[config.mk]
export PLATFORM = sky130hd
export DESIGN_NAME = serial_subtractor_nbit
export DESIGN_NICKNAME = d
export VERILOG_FILES = /design/src/rtl/serial_subtractor_nbit.sv
export SDC_FILE = /design/constraint.sdc
export NUM_CORES = 1
export LEC_CHECK = 0
export ABC_AREA = 1
export BUFFER_PORTS_ARGS = -buffer_cell sky130_fd_sc_hd__buf_2
export CORE_ASPECT_RATIO = 0.5
export CORE_UTILIZATION = 42
export DETAILED_ROUTE_END_ITERATION = 8
export PLACE_DENSITY = 0.72
export SETUP_SLACK_MARGIN = 0.3
export SYNTH_ARGS = -nofsm -noshare
export SYNTH_HDL_FRONTEND = slang
export SYNTH_SLANG_ARGS = --single-unit
[constraint.sdc]
create_clock -name clk -period 1.7 [get_ports clk]
set_clock_uncertainty 0.2 [all_clocks]
set_input_delay 0.17 -clock clk [delete_from_list [all_inputs] [get_ports clk]]
set_output_delay 0.17 -clock clk [all_outputs]
set_load 0.01 [all_outputs]
[src/rtl/serial_subtractor_nbit.sv]
// Bit-serial N-bit subtractor: diff = a - b, one bit per clock, LSB first.
// One full-subtractor cell plus a borrow flop; start/busy/done handshake, result held until next done.
module serial_subtractor_nbit #(
    parameter int BIT_WIDTH = 32
) (
    input  logic                 clk,
    input  logic                 rst_n,
    input  logic                 start,
    input  logic [BIT_WIDTH-1:0] a,
    input  logic [BIT_WIDTH-1:0] b,
    output logic                 busy,
    output logic                 done,
    output logic [BIT_WIDTH-1:0] diff,
    output logic                 borrow_out,
    output logic                 overflow
);

    localparam int CW = $clog2(BIT_WIDTH);
    localparam logic [CW-1:0] LAST_BIT = CW'(BIT_WIDTH - 1);

    typedef enum logic [1:0] {
        IDLE,
        SHIFT,
        DONE
    } state_t;

    state_t state, state_next;

    logic [BIT_WIDTH-1:0] a_sr, b_sr;
    logic [BIT_WIDTH-2:0] res_sr;
    logic [BIT_WIDTH-1:0] res_full;
    logic [CW-1:0]        count;
    logic                 borrow;
    logic                 a_msb, b_msb;
    logic                 d, borrow_next;
    logic                 accept, last_bit;

    // Full-subtractor cell on the current LSBs.
    always_comb begin
        d           = a_sr[0] ^ b_sr[0] ^ borrow;
        borrow_next = (~a_sr[0] & b_sr[0]) | (~(a_sr[0] ^ b_sr[0]) & borrow);
    end

    assign res_full = {d, res_sr};
    assign accept   = start && (state == IDLE || state == DONE);
    assign last_bit = (state == SHIFT) && (count == LAST_BIT);

    always_comb begin
        // NOTE: default first so every path assigns state_next and no latch is inferred.
        state_next = state;
        case (state)
            IDLE:    if (start) state_next = SHIFT;
            SHIFT:   if (last_bit) state_next = DONE;
            DONE:    state_next = start ? SHIFT : IDLE;
            default: state_next = IDLE;
        endcase
    end

    always_ff @(posedge clk or negedge rst_n) begin
        if (!rst_n) state <= IDLE;
        // NOTE: non-blocking for all sequential state so every flop samples pre-edge values.
        else        state <= state_next;
    end

    always_ff @(posedge clk or negedge rst_n) begin
        if (!rst_n) begin
            // NOTE: shift registers are reset too; an aborted operation leaves nothing behind.
            a_sr       <= '0;
            b_sr       <= '0;
            res_sr     <= '0;
            count      <= '0;
            borrow     <= 1'b0;
            a_msb      <= 1'b0;
            b_msb      <= 1'b0;
            diff       <= '0;
            borrow_out <= 1'b0;
            overflow   <= 1'b0;
        end else if (accept) begin
            a_sr   <= a;
            b_sr   <= b;
            a_msb  <= a[BIT_WIDTH-1];
            b_msb  <= b[BIT_WIDTH-1];
            borrow <= 1'b0;
            count  <= '0;
        end else if (state == SHIFT) begin
            a_sr   <= a_sr >> 1;
            b_sr   <= b_sr >> 1;
            res_sr <= res_full[BIT_WIDTH-1:1];
            borrow <= borrow_next;
            count  <= count + 1'b1;
            if (last_bit) begin
                diff       <= res_full;
                borrow_out <= borrow_next;
                // d is the result MSB on the final bit.
                overflow   <= (a_msb ^ b_msb) & (d ^ a_msb);
            end
        end
    end

    assign busy = (state == SHIFT);
    assign done = (state == DONE);

endmodule

==> flow_results.org <==
** Clock network
- Library cell used as clock root buffer :: clkbuf_16
- The H-tree generated during clock tree synthesis spans 4 levels.
- Num Clock Sinks :: 139
- In this run the deepest clock path goes through 2 buffers.
- TritonCTS built the clock tree.
- After clock tree synthesis, the clock-pin slew on the worst setup and hold paths is 0.07 ns.
- TritonCTS created 17 clock buffers.
- Clock latency on the worst-skew pair, taken at its later pin, is 0.44 ns.

** Cells and area
- Nets :: 1114
- Summing all flip-flop and latch instances after layout gives 3480 µm².
- The area growth from synthesis to layout is 79.2%.
- Multi-input logic area :: 3170 µm²
- The repair_antennas step left the layout with diodes totalling 0.
- The filler cells instantiated in the layout total 704.
- For this run, the share of the core covered by cells in the final layout is 0.793.
- Share of final-layout standard cells stronger than drive strength 1 :: 0.454

** Worst setup path
- Crit Path Max Fanout :: 6
- Critical path arrival :: 2.04 ns
- STA classifies the critical path startpoint as a flop.
- Setup CP Type :: flop to flop
- Flop2flop setup slack :: -0.16 ns
- The worst register-to-register path begins at state[0]$_DFFE_PN0P_.
- Reg2reg path depth :: 9
- STA classifies the critical path endpoint as a flop.
- Critical path data required time :: 1.88 ns
- The worst register-to-register path ends at a_sr[27]$_DFFE_PN0P_.

** Power
- In this run the power density over the cells is 1950 nW/µm².
- Max VDD drop :: 950 µV
- Cell leakage power :: 0.00588 µW

** Timing
- Final worst-path cycle share :: 1.09
- Total setup violations reported at the end of the flow :: 44
- Summed over all failing endpoints, the final setup total negative slack is -1.22 ns.
- Slew at the pin with the worst max-slew slack :: 0.414 ns
- Headroom to the max-slew limit came out at 0.724.
- Number of hold-slack violations in the final timing report :: 0
- After layout, the worst setup slack is -0.159 ns.
- For this run, the top clock speed supported by timing is 538 MHz.
- RSZ-0062 raised after global routing :: true
- The max-slew violation total from the final report was 0.
- Subtracting the final worst setup slack from the clock period gives 1.86 ns.

** Route
- Initial DRT Pass Iterations :: 5
- After detailed routing, the number of remaining DRC violations is 0.
- The count of nets left with antenna violations once routing finished came out at 0.
- Final routed wire length divided by cell count :: 22.1 µm
- Routed Wire Length :: 27600 µm
- Dividing the detail-routed via count by the number of cells gives 5.54.
- The detailed router finished its first iteration with 863 violations.
- Detailed routing inserted a total of 6917 vias.

** Synthesis
- Mean area per synthesized cell :: 7.77 µm²
- Synthesis produced a netlist with a net count of 863.
- After technology mapping, the gate count stands at 793.
- The commonest cells after synthesis are 383 x nand2_1, 139 x dfrtp_1, 103 x inv_1.
- Cell accounting for the most synthesized area :: dfrtp_1
- Among all flip-flop cells after synthesis, the most frequent one is dfrtp_1.
- Yosys mapped the design onto 18 distinct sky130hd cell types.
- #FFs+latches synth :: 139
- The Yosys step of the flow raised 0 warnings.
- After synthesis, the share of flip-flops with an asynchronous set or reset is 1.00.
- Synth Cell Area :: 6160 µm²
- Area contributors post-synth :: dfrtp_1 56%, nand2_1 23%, inv_1 6.3%
- Number of enable flip-flop cells after synthesis :: 0
- Of the synthesized area, sequential elements account for 0.564.
- The share of synthesized area in the top cell type comes to 0.564.
- The most common cell in the synthesized netlist is nand2_1.

** Placed design
- Detailed placement finished with a half-perimeter wire length of 8210 µm.
- Placer Congestion :: 0.734
- Count of input and output buffers :: 102

** GRT
- In the global route stage, overall resource usage came out at 0.279.
- The first global-routing pass estimated 32200 µm of wire.
- Pin count of the biggest net entering global routing :: 57
- The initial antenna violation count came to 0.
- After global routing the overflow that remains totals 0.
- The via count of the first global-routing pass came to 6137.

** Hold path
- Tightest Hold Check Type :: input pin to asynchronous set/reset pin

** Status
- Violations in the final reports :: setup timing
- The run finished, with violations left.

** Floorplan
- The initial utilization of the core area, before any placement, comes to 0.443.
- Row generation in the floorplan step produced 30 rows.
- From left edge to right edge, the die measures 173 µm.
- Vertical die dimension :: 87.7 µm
- The die covers 15200 µm².
- After floorplanning, the core was sized to cover 13900 µm².
- Pin placement for this block handled 103 I/O pins.

** Job
- Max Cap Violations :: 0
## timing repair
| item | CTS | global route |
|---|---|---|
| hold endpoints to repair | 205 | 0 |
| gates cloned | 28 | 17 |
| pin swaps | 20 | 66 |
| hold buffers | 65 | 0 |
| setup endpoints to repair | 131 | 141 |
| resized for setup | 113 | 313 |
| setup buffers | 28 | 12 |
## flip-flops by register name (all words and copies together) (netlist names)
name and flops:
borrow 1, a_msb 1, b_msb 1, a_sr 32, count 5, state 2, res_sr 31, b_sr 32
overflow 1, borrow_out 1, diff 32
## kinds of logic (layout without fill, tap and decap cells)
group / after synthesis / in the layout / share of synthesized area
compound gates: 72 / 72 / 0.0587
fa+ha+maj: 3 / 3 / 0.00731
buf+inv: 146 / 410 / 0.0968
flops: 139 / 139 / 0.564
simple gates: 433 / 433 / 0.273
## final cells by class
| cell class | count | share of cell area |
|---|---|---|
| flip-flops and latches | 139 | 0.315 |
| multi-input cells | 508 | 0.287 |
| repair buffers | 272 | 0.287 |
| clock buffers | 17 | 0.0385 |
| inverters | 106 | 0.0375 |
| well taps | 192 | 0.0217 |
| clock inverters | 15 | 0.0138 |
## per-stage QoR
stage	instances	instance area, µm²	hold WS (ns)	power [µW]	setup WS [ns]
4_1_cts	1220	9540	0.0278	17100	0.0696
6_report	1249	11000	0.0177	21600	-0.159
3_3_place_gp	1067	7020	-0.0920	10200	0.0611
5_1_grt	1249	11000	0.0383	22300	-0.157
3_5_place_dp	1067	7020	-0.0952	10400	-0.00390
2_1_floorplan	793	6210	-0.326	8860	0.0593
## placed cells by master, fill, tap and decap left out, types with 3 or more instances in the layout
master / n
buf_8: 4
dfrtp_1: 138
buf_6: 21
dlygate4sd3_1: 65
nand2_1: 203
nand3_4: 4
buf_16: 26
nand2_2: 120
inv_1: 98
nand2_8: 5
buf_4: 16
nand2_4: 58
clkinvlp_4: 3
buf_12: 25
inv_2: 7
o21ai_2: 19
buf_2: 100
nand3_1: 19
inv_6: 5
o21ai_1: 42
clkbuf_16: 31
nor2_4: 4
nand3_2: 16
inv_8: 3
o21ai_0: 9
## worst max-delay path by stage
stage	startpoint	end	slack (ns)	depth (start not counted)
detailed placement	count[0]$_DFFE_PN0P_	diff[12]$_DFFE_PN0P_	-0.004	8
global placement	count[1]$_DFFE_PN0P_	diff[6]$_DFFE_PN0P_	0.06	8
CTS	state[1]$_DFFE_PN0P_	busy	0.07	3
floorplan	count[0]$_DFFE_PN0P_	borrow_out$_DFFE_PN0P_	0.06	9
finish	state[0]$_DFFE_PN0P_	a_sr[27]$_DFFE_PN0P_	-0.16	9
global route	state[0]$_DFFE_PN0P_	a_sr[27]$_DFFE_PN0P_	-0.16	9
## metal layers
metal	share of wire	GRT usage	vias to the layer above	wire [µm]
li1	-	-	2914	-
met1	0.37	0.348	3253	10200
met2	0.45	0.453	539	12500
met3	0.11	0.0668	211	2900
met4	0.072	0.163	0	1990
met5	0	0	-	0
## report_power, final
| group | leakage, µW | internal (µW) | switching, µW |
|---|---|---|---|
| Combinational | 0.00383 | 5580 | 6130 |
| Sequential | 0.00177 | 4760 | 1280 |
| Clock | 0.000277 | 2070 | 1760 |
| Total | 0.00588 | 12400 | 9170 |
## critical path, cell delays in order (launching register included)
cell and delay [ns]:
dfrtp_2 0.44, inv_2 0.09, buf_6 0.11, nand2_8 0.06
buf_12 0.15, buf_12 0.14, buf_12 0.15, nand2_1 0.19
nand3_1 0.16, nand2_2 0.08
Power figures use the tool's default switching activity.
